`src/rtl/ravenoc_pkg.sv`:
```
// Shared NoC types: flit request/response, head-flit layout, port directions
// and the XY routing / output-index helpers used by the router input port.
package ravenoc_pkg;

    localparam int NumVirtChn = 2;
    localparam int VcWidth    = $clog2(NumVirtChn);
    localparam int FlitWidth  = 32;
    localparam int XWidth     = 4;
    localparam int YWidth     = 4;
    localparam int PktSzWidth = 8;

    // Bit positions of the head-flit fields inside a raw flit word.
    localparam int TypeLsb      = FlitWidth - 2;
    localparam int XLsb         = TypeLsb - XWidth;
    localparam int YLsb         = XLsb - YWidth;
    localparam int SzLsb        = YLsb - PktSzWidth;
    localparam int PayloadWidth = SzLsb;

    typedef enum logic [1:0] {
        HEAD_FLIT = 2'd0,
        BODY_FLIT = 2'd1,
        TAIL_FLIT = 2'd2
    } flit_type_t;

    typedef enum logic [2:0] {
        LOCAL_PORT = 3'd0,
        NORTH_PORT = 3'd1,
        SOUTH_PORT = 3'd2,
        WEST_PORT  = 3'd3,
        EAST_PORT  = 3'd4
    } s_port_dir_t;

    typedef enum logic {
        ZeroHighPrior = 1'b0,
        ZeroLowPrior  = 1'b1
    } s_prior_t;

    // ZeroLowPrior: the highest VC index wins arbitration.
    localparam s_prior_t HighPriority = ZeroLowPrior;

    typedef struct packed {
        logic                 valid;
        logic [VcWidth-1:0]   vc_id;
        logic [FlitWidth-1:0] fdata;
    } s_flit_req_t;

    typedef struct packed {
        logic ready;
    } s_flit_resp_t;

    typedef struct packed {
        flit_type_t              type_f;
        logic [XWidth-1:0]       x_dest;
        logic [YWidth-1:0]       y_dest;
        logic [PktSzWidth-1:0]   pkt_size;
        logic [PayloadWidth-1:0] payload;
    } s_flit_head_data_t;

    // Dimension-ordered routing: resolve X first, then Y, else deliver locally.
    function automatic s_port_dir_t xy_route(input logic [XWidth-1:0] x_dest,
                                             input logic [YWidth-1:0] y_dest,
                                             input logic [XWidth-1:0] x_here,
                                             input logic [YWidth-1:0] y_here);
        s_port_dir_t dir;
        if (x_dest > x_here)      dir = EAST_PORT;
        else if (x_dest < x_here) dir = WEST_PORT;
        else if (y_dest > y_here) dir = SOUTH_PORT;
        else if (y_dest < y_here) dir = NORTH_PORT;
        else                      dir = LOCAL_PORT;
        return dir;
    endfunction

    // Output vector excludes this port's own direction, so directions above it shift down by one.
    function automatic logic [1:0] dir_to_idx(input s_port_dir_t dir, input s_port_dir_t own);
        logic [2:0] raw;
        raw = (dir > own) ? (3'(dir) - 3'd1) : 3'(dir);
        return raw[1:0];
    endfunction

endpackage

```
`src/rtl/vc_fifo.sv`:
```
// Single-clock flit FIFO for one virtual channel; extra pointer bit separates full from empty.
module vc_fifo #(
    parameter int DEPTH = 4,
    parameter int WIDTH = 32
) (
    input  logic             clk,
    input  logic             arst,
    input  logic             write,
    input  logic [WIDTH-1:0] wdata,
    input  logic             read,
    output logic [WIDTH-1:0] rdata,
    output logic             full,
    output logic             empty
);

    localparam int AW = $clog2(DEPTH);

    logic [AW:0]      wr_ptr_ff;
    logic [AW:0]      rd_ptr_ff;
    logic [WIDTH-1:0] mem [DEPTH];

    assign empty = (wr_ptr_ff == rd_ptr_ff);
    assign full  = (wr_ptr_ff[AW] != rd_ptr_ff[AW]) && (wr_ptr_ff[AW-1:0] == rd_ptr_ff[AW-1:0]);
    assign rdata = mem[rd_ptr_ff[AW-1:0]];

    // Pointer control; a push and a pop may happen in the same cycle.
    always_ff @(posedge clk or posedge arst) begin
        if (arst) begin
            wr_ptr_ff <= '0;
            rd_ptr_ff <= '0;
        end else begin
            if (write && !full) wr_ptr_ff <= wr_ptr_ff + 1'b1;
            if (read && !empty) rd_ptr_ff <= rd_ptr_ff + 1'b1;
        end
    end

    // Storage array carries data only, so it is left out of reset.
    always_ff @(posedge clk) begin
        if (write && !full) mem[wr_ptr_ff[AW-1:0]] <= wdata;
    end

endmodule

```
`src/rtl/router_input_port.sv`:
```
// Router ingress port: per-VC buffering, XY route tracking per packet,
// discard of malformed/U-turn flits and a single locked request toward the outputs.
module router_input_port
    import ravenoc_pkg::*;
#(
    parameter int          ROUTER_X_ID = 0,
    parameter int          ROUTER_Y_ID = 0,
    parameter s_port_dir_t PORT_DIR    = LOCAL_PORT,
    parameter int          BUFF_DEPTH  = 4
) (
    input  logic               clk,
    input  logic               arst,
    input  s_flit_req_t        fin_req_i,
    output s_flit_resp_t       fin_resp_o,
    output s_flit_req_t  [3:0] fout_req_o,
    input  s_flit_resp_t [3:0] fout_resp_i,
    output logic               err_o
);

    localparam logic [XWidth-1:0] RouterX = XWidth'(ROUTER_X_ID);
    localparam logic [YWidth-1:0] RouterY = YWidth'(ROUTER_Y_ID);

    logic [NumVirtChn-1:0]                full, empty, write, pop;
    logic [NumVirtChn-1:0][FlitWidth-1:0] top;
    logic [NumVirtChn-1:0]                route_vld_ff;
    s_port_dir_t                          route_ff   [NumVirtChn];
    s_port_dir_t                          head_route [NumVirtChn];
    s_port_dir_t                          cur_route  [NumVirtChn];
    logic [NumVirtChn-1:0]                is_head, is_tail, single, discard, cand;
    logic                                 sel_lock_ff, sel_vld, hs;
    logic [VcWidth-1:0]                   sel_vc_ff, sel_vc, dsc_vc;
    logic [1:0]                           sel_idx;

    assign fin_resp_o.ready = ~full[fin_req_i.vc_id];

    for (genvar v = 0; v < NumVirtChn; v++) begin : g_vc
        assign write[v] = fin_req_i.valid && fin_resp_o.ready && (fin_req_i.vc_id == VcWidth'(v));

        vc_fifo #(
            .DEPTH (BUFF_DEPTH),
            .WIDTH (FlitWidth)
        ) u_fifo (
            .clk   (clk),
            .arst  (arst),
            .write (write[v]),
            .wdata (fin_req_i.fdata),
            .read  (pop[v]),
            .rdata (top[v]),
            .full  (full[v]),
            .empty (empty[v])
        );
    end

    // Decode each FIFO top: flit type, route of a head, and whether it must be dropped.
    always_comb begin
        for (int v = 0; v < NumVirtChn; v++) begin
            is_head[v]    = (top[v][TypeLsb +: 2] == HEAD_FLIT);
            is_tail[v]    = (top[v][TypeLsb +: 2] == TAIL_FLIT);
            single[v]     = (top[v][SzLsb +: PktSzWidth] == '0);
            head_route[v] = xy_route(top[v][XLsb +: XWidth], top[v][YLsb +: YWidth], RouterX, RouterY);
            cur_route[v]  = route_vld_ff[v] ? route_ff[v] : head_route[v];
            discard[v]    = !empty[v] && (route_vld_ff[v] ? is_head[v]
                                                          : (!is_head[v] || head_route[v] == PORT_DIR));
            cand[v]       = !empty[v] && !discard[v];
        end
    end

    // Pick the VC to present; a stalled presentation keeps its VC until accepted.
    always_comb begin
        sel_vc  = sel_vc_ff;
        sel_vld = sel_lock_ff;
        if (!sel_lock_ff) begin
            sel_vld = |cand;
            sel_vc  = '0;
            if (HighPriority == ZeroLowPrior) begin
                for (int v = 0; v < NumVirtChn; v++)
                    if (cand[v]) sel_vc = v[VcWidth-1:0];
            end else begin
                for (int v = NumVirtChn - 1; v >= 0; v--)
                    if (cand[v]) sel_vc = v[VcWidth-1:0];
            end
        end
        sel_idx = dir_to_idx(cur_route[sel_vc], PORT_DIR);
    end

    // Drive the single active request, and pop on handshake or on a discard.
    always_comb begin
        fout_req_o = '0;
        pop        = '0;
        hs         = 1'b0;
        dsc_vc     = '0;
        if (sel_vld) begin
            fout_req_o[sel_idx].valid = 1'b1;
            fout_req_o[sel_idx].vc_id = sel_vc;
            fout_req_o[sel_idx].fdata = top[sel_vc];
            hs                        = fout_resp_i[sel_idx].ready;
            pop[sel_vc]               = hs;
        end
        for (int v = NumVirtChn - 1; v >= 0; v--)
            if (discard[v]) dsc_vc = v[VcWidth-1:0];
        if (|discard) pop[dsc_vc] = 1'b1;
    end

    // Control state: per-VC packet tracking, presentation lock and discard pulse.
    always_ff @(posedge clk or posedge arst) begin
        if (arst) begin
            route_vld_ff <= '0;
            sel_lock_ff  <= 1'b0;
            sel_vc_ff    <= '0;
            err_o        <= 1'b0;
        end else begin
            err_o       <= |discard;
            sel_lock_ff <= sel_vld && !hs;
            if (sel_vld) sel_vc_ff <= sel_vc;
            if (hs) begin
                if (!route_vld_ff[sel_vc])     route_vld_ff[sel_vc] <= !single[sel_vc];
                else if (is_tail[sel_vc])      route_vld_ff[sel_vc] <= 1'b0;
            end
        end
    end

    // Latched packet route; only meaningful while route_vld_ff is set.
    always_ff @(posedge clk) begin
        if (hs && !route_vld_ff[sel_vc]) route_ff[sel_vc] <= head_route[sel_vc];
    end

endmodule

```
`config.mk`:
```
export PLATFORM = sky130hd
export DESIGN_NAME = router_input_port
export DESIGN_NICKNAME = d
export VERILOG_FILES = /design/src/rtl/ravenoc_pkg.sv /design/src/rtl/vc_fifo.sv /design/src/rtl/router_input_port.sv
export SDC_FILE = /design/constraint.sdc
export NUM_CORES = 1
export LEC_CHECK = 0
export CORE_AREA = 2 2 177 179
export DETAILED_ROUTE_END_ITERATION = 8
export DIE_AREA = 0 0 179 181
export PLACE_DENSITY = 0.69
export SLEW_MARGIN = 10
export SYNTH_ARGS = -nofsm -noshare
export SYNTH_HDL_FRONTEND = slang
export SYNTH_SLANG_ARGS = --single-unit
export TNS_END_PERCENT = 1
```
`constraint.sdc`:
```
create_clock -name clk -period 3.8 [get_ports clk]
set_input_delay 0.38 -clock clk [delete_from_list [all_inputs] [get_ports clk]]
set_output_delay 0.38 -clock clk [all_outputs]
set_load 0.02 [all_outputs]
```
# Word-level counts from Yosys, hierarchy flattened
# Memories as Yosys holds them, arrays and structs flattened.
# Index checks and enable logic that the tools add are counted.
[op_classes] n_eq_ne=9 bitwise=7 add_sub_neg=5 n_mux=61 reduce_logical=40 magnitude_cmp=17
[ops] op="bitwise mux 136 bit" count=2
[ops] op="demux 34 bit (select 2 bit)" count=3
[ops] op="two-way mux 136 bit" count=1
[ops] op="two-way mux 32 bit" count=3
[ops] op="two-way mux 34 bit" count=1
[ops] op="two-way mux 33 bit" count=1
[ops] op="two-way mux 3 bit" count=10
[ops] op="two-way mux 1 bit" count=27
[ops] op="logical AND 1 bit" count=18
[ops] op="two-way mux 2 bit" count=9
[ops] op="> comparator 4 x 1 -> 1 bit, second input constant" count=4
[ops] op="logical NOT 8 bit" count=2
[ops] op="< comparator 4 x 1 -> 1 bit, second input constant" count=4
[ops] op="adder 3 x 1 -> 3 bit, second input constant" count=4
[ops] op="logical NOT 1 bit" count=11
[ops] op="equality test 3 bit" count=2
[ops] op="logical NOT 3 bit" count=2
[ops] op="< comparator 1 x 2 -> 1 bit, second input constant" count=3
[ops] op="bitwise AND 2 bit" count=2
[ops] op="equality test 2 bit" count=2
[ops] op="equality test 2 bit, second input constant" count=2
[ops] op="logical NOT 2 bit" count=2
[ops] op="OR reduction 2 bit" count=2
[ops] op="> comparator 3 x 1 -> 1 bit, second input constant" count=1
[ops] op="other kinds (16)" count=21
[word_totals] in_bits=40 reg_bits=17 n_memories=3 out_inout_bits=138 mem_bits_rw=262 wordCells=150
[mem_list] name="g_vc[0].u_fifo.mem" words=4 word_bits=32 read_ports=1 rd_ports_with_merged_regs=0 wr=1 line="vc_fifo.sv:20" text="logic [WIDTH-1:0] mem [DEPTH];"
[mem_list] name="g_vc[1].u_fifo.mem" words=4 word_bits=32 read_ports=1 rd_ports_with_merged_regs=0 wr=1 line="vc_fifo.sv:20"
[mem_list] name="route_ff" words=2 word_bits=3 read_ports=2 rd_ports_with_merged_regs=0 wr=1 line="router_input_port.sv:26" text="s_port_dir_t route_ff [NumVirtChn];"

# Depth between registers and ports, before layout
# Gate-level depths: netlist of run 1.
# An unclocked memory read counts as a cell.
[depth] word_depth=27 mapped_depth=12 mapped_depth_nobuf=8

# By module
# A second synthesis of run 1 with hierarchy kept.
[hier_totals] hier_cells=706 hier_area_um2=12062.8
[modules_own_cells] module="vc_fifo (g_vc[1].u_fifo)" seq_area_each_um2=3993.8 area_each_um2=5139.9 instances=1 cells_each=217
[modules_own_cells] module="vc_fifo (g_vc[0].u_fifo)" seq_area_each_um2=3993.8 area_each_um2=5132.4 instances=1 cells_each=217
[modules_own_cells] module="router_input_port" seq_area_each_um2=245.2 area_each_um2=1790.5 instances=1 cells_each=272

# Least setup slack after synthesis of run 1
# Ideal clock, no wire load.
[synth_timing] path_type="register -> output" from="register g_vc[0].u_fifo.rd_ptr_ff[0]" to="output fout_req_o[57] in the netlist's numbering" path_stages_with_launch=11 slack_ns=-0.038 arrival_time_ns=3.458 n_path_buf=3 path_cell_list="dfrtp_1 clkbuf_1 buf_2 mux4_2 nor4_1 a211oi_1 or2_2 a211oi_1 nor2_1 clkbuf_1 and2_1"
[synth_lines] element="start, declared" line="vc_fifo.sv:19" text="logic [AW:0] rd_ptr_ff;"
[synth_lines] element="start signal, assigned" line="vc_fifo.sv:33" text="if (read && !empty) rd_ptr_ff <= rd_ptr_ff + 1'b1;"
[synth_lines] element="end, declared" line="router_input_port.sv:15" text="output s_flit_req_t [3:0] fout_req_o,"

==> summary.md, run 1 <==
| Metric | Value |
|---|---|
| Status | `complete, but fails checks` |
| Violated checks | `negative setup slack` |
| Post-synth design cell area | `12,010 um2` |
| CTS H-tree lvls | `1` |
| Hold_buf cts | `0` |
| Xor and xnor area share after synthesis | `1.021%` |
| Yosys top cell area share | `65.03%` |
| Max-slew violation count | `0` |
| CTS tree | `built` |
| Max-Cap Viols | `0` |
| CTS Root Cell | `clkbuf_16` |
| RSZ-0062 raised after global routing | `yes` |
| Syn Inst Count | `725` |
| Endpoints failing setup | `102` |
| Placer Congestion | `0.8700` |
| Worst skew pair latency | `530 ps` |
| CTS Buf Count | `29` |
| Initial core utilization | `39.56%` |
| Seq/Total Area, Yosys | `68.57%` |
| Post-route setup slack | `-500.3 ps` |
| Hold Path Class | `primary input to async pin` |
| Antenna Nets Post-Route | `0` |
| GRT Total Usage | `17.37%` |
| Die ar. | `32,400 um2` |
| DR pass1 iterations | `7` |
| Syn-to-layout area delta | `28.01%` |
| FF+latch count, synth | `277` |
| I/O Pins | `178` |
| Core area | `30,350 um2` |
| Port-buffer cells | `142` |
| Skew final | `9.838 ps` |
| Asr flop ratio synth | `6.137%` |
| Post-synthesis mux area share | `13.11%` |
| Die X-Extent | `179 um` |
| Largest net degree at the start of global routing | `33` |
| Final period utilization | `113.2%` |
| Critical Path Source Type | `register` |
| Slew @ Worst Pin | `734.9 ps` |
| Critical path type | `register to output port` |
| Vias | `6,946` |
| Global-route wire length before repair | `42,460 um` |
| DIE HEIGHT | `181 um` |
| Drt via density | `5.055` |
| Number of global-route vias before repair | `7,319` |
| Tmin final | `4300 ps` |
| Clk sinks | `277` |
| Synthesized area per cell | `16.56 um2` |
| CP Max Fanout | `5` |
| Avg WL per Cell | `20.63 um` |
| Simple-gate share of the synthesized area | `10.56%` |
| Initial antenna violation count | `2` |
| Synth area leader | `edfxtp_1` |
| Slew HR | `50.95%` |
| Synth top area cells | `edfxtp_1 (65%), mux4_2 (12%), and2_1 (5.6%), dfrtp_1 (3.5%), nand2_1 (2.6%)` |
| Synth warn | `0` |
| Number of synthesized flops with an enable pin | `260` |
| Clock buffer depth | `3` |
| Synth unique cells | `51` |
| Compound-Gate Fraction of Synth Area | `2.105%` |
| DRC | `0` |
| Final hold vios | `0` |
| Crit end category | `output port` |
| Share of cells above drive strength 1 | `33.06%` |
| Ys flop type | `edfxtp_1` |
| Clk slew on worst S/H paths | `60 ps` |
| Row count | `64` |
| Synth Area in Adders | `1.042%` |
| Setup TNS Final | `-34,390 ps` |
| Initial DRC count | `461` |
| Main combinational cell family by area after synthesis | `multiplexers` |
| Final HPWL DP | `17,990 um` |
| Wirelength, routed | `28,350 um` |
| GR Overflow Total | `0` |
| Max Clock Freq | `232.5 MHz` |
| WP data required | `3420 ps` |
| Fill count | `2,484` |
| CP arrival | `3920 ps` |
| # nets final | `1,006` |
[critical path: stages (launching register included)]
cell and delay (ps):
dfrtp_2 430, buf_12 140, buf_12 110, mux4_2 430, or4_4 610, o2111ai_4 290
o2111a_2 290, nor2_4 60, nor4_4 330, buf_4 220, buf_12 140, buf_6 100
and2_4 130, buf_6 110
[synth_stat cells (2+ instances only)]
cell and n:
o2111a_1 2, and2_1 108, a211oi_1 2, nor3_1 3, ha_1 10, clkbuf_1 24, or2_1 2, edfxtp_1 260
buf_1 3, mux2_2 9, nor2_1 17, o21ai_0 7, xor2_1 8, mux2i_1 2, a31o_2 2, and3_1 2
or2_2 2, a21oi_1 6, nand2b_1 4, buf_2 3, mux4_2 64, xnor2_1 6, nor4_1 6, buf_6 2
dfrtp_1 17, o41a_1 2, buf_4 34, or4_1 3, a21oi_2 2, nand2_1 84, inv_1 9
[flip-flops by register name, indices dropped and copies added (netlist names)]
signal / cells
err_o: 1
g_vc.u_fifo.mem: 256
g_vc.u_fifo.rd_ptr_ff: 6
g_vc.u_fifo.wr_ptr_ff: 6
route_ff: 4
route_vld_ff: 2
sel_lock_ff: 1
sel_vc_ff: 1
[final timing paths]
| kind | startpoint | end | slack, ps | cells past startpoint |
|---|---|---|---|---|
| worst max-delay path | g_vc[1].u_fifo.rd_ptr_ff[0]$_DFFE_PP0P_ | fout_req_o[7] | -500 | 13 |
| worst max register to register | g_vc[1].u_fifo.rd_ptr_ff[0]$_DFFE_PP0P_ | route_vld_ff[0]$_DFFE_PP0P_ | -10 | 13 |
| worst min-delay path | arst | err_o$_DFF_PP0_ | 290 | 2 |
| worst min register to register | g_vc[0].u_fifo.rd_ptr_ff[2]$_DFFE_PP0P_ | g_vc[0].u_fifo.rd_ptr_ff[2]$_DFFE_PP0P_ | 490 | 1 |
| min in group clk | g_vc[0].u_fifo.rd_ptr_ff[2]$_DFFE_PP0P_ | g_vc[0].u_fifo.rd_ptr_ff[2]$_DFFE_PP0P_ | 490 | 1 |
| max in group asynchronous | arst | g_vc[1].u_fifo.rd_ptr_ff[0]$_DFFE_PP0P_ | 3010 | 2 |
[layout by cell type (no fill, tap or decap), drive strengths merged, types with 7 or more instances in the layout]
cell type / instances
xor2: 8
clkbuf: 74
o21ai: 8
nand2: 84
dlygate4sd2: 16
mux2: 10
nor2: 17
clkinv: 15
edfxtp: 260
and2: 109
mux4: 64
dlymetal6s2s: 10
conb: 34
buf: 122
ha: 10
dfrtp: 17
clkdlybuf4s50: 40
nor4: 7
inv: 9
a21oi: 8
[cell families (layout without fill, tap and decap cells)]
kind of cell             after synthesis  after routing
flip-flops                           277            277
AND/OR/NAND/NOR                      240            240
multiplexers                          76             76
buffers and inverters                 75            294
AO/OA/AOI/OAI                         32             32
XOR/XNOR                              14             14
adder cells (fa/ha/maj)               10             10
other                                  1             35
[routing by layer]
metal	part of all wire (%)	vias up	track usage, %	wire [um]
met3	5.6	30	3.093	1595
li1	-	3129	-	-
met4	1.3	0	4.228	376
met5	0	-	0	0
met1	43	3553	23.28	12280
met2	50	234	29.37	14090
[repair_timing]
action | in CTS | in global routing
gates resized for setup | 71 | 286
buffers inserted | 3 | 13
cloned | 0 | 2
endpoints found under the setup margin | 110 | 111
pin swaps | 0 | 7
[cell type report]
cell class	count	area [um2]	area share [%]
antenna	1	2.502	0.01628
timing repair buffer	233	2115	13.76
inverter	9	33.78	0.2198
multi-input combinational	406	3581	23.30
sequential	277	8235	53.58
tap	396	495.5	3.224
clock buffer	33	740.7	4.819
clock inverter	19	166.4	1.083
[per-stage QoR]
step	setup slack (ps)	util (%)	instances	instance area (um2)	hold slack, ps
floorplan	42.11	-	758	12140	306.1
global route	-631.5	50.63	1373	15370	354.3
detailed placement	-375.5	47.17	1303	14320	477.4
CTS	-840.8	50.09	1358	15200	302.6
global placement	-298.7	47.17	1303	14320	477.7
finish	-500.3	50.64	1374	15370	287.5
Power of run 1 is not shown: default switching activity piles up to over one toggle a cycle in this logic, so the estimate is an artifact.
==> run 2: changes to the inputs <==
--- a/config.mk
+++ b/config.mk
@@ -9,7 +9,6 @@
 export DETAILED_ROUTE_END_ITERATION = 8
 export DIE_AREA = 0 0 179 181
 export PLACE_DENSITY = 0.69
-export SLEW_MARGIN = 10
 export SYNTH_ARGS = -nofsm -noshare
 export SYNTH_HDL_FRONTEND = slang
 export SYNTH_SLANG_ARGS = --single-unit
==> results of run 2 <==
The final DEF is identical to that of run 1; final timing and power are the same.
Power of run 2 is left out for the same reason.
==> run 3: changes to the inputs <==
--- a/config.mk
+++ b/config.mk
@@ -9,6 +9,7 @@
 export DETAILED_ROUTE_END_ITERATION = 8
 export DIE_AREA = 0 0 179 181
 export PLACE_DENSITY = 0.69
+export SLEW_MARGIN = 20
 export SYNTH_ARGS = -nofsm -noshare
 export SYNTH_HDL_FRONTEND = slang
 export SYNTH_SLANG_ARGS = --single-unit
==> results of run 3 <==
The final DEF is identical to that of run 1; final timing and power are the same.
Power of run 3 is left out for the same reason.
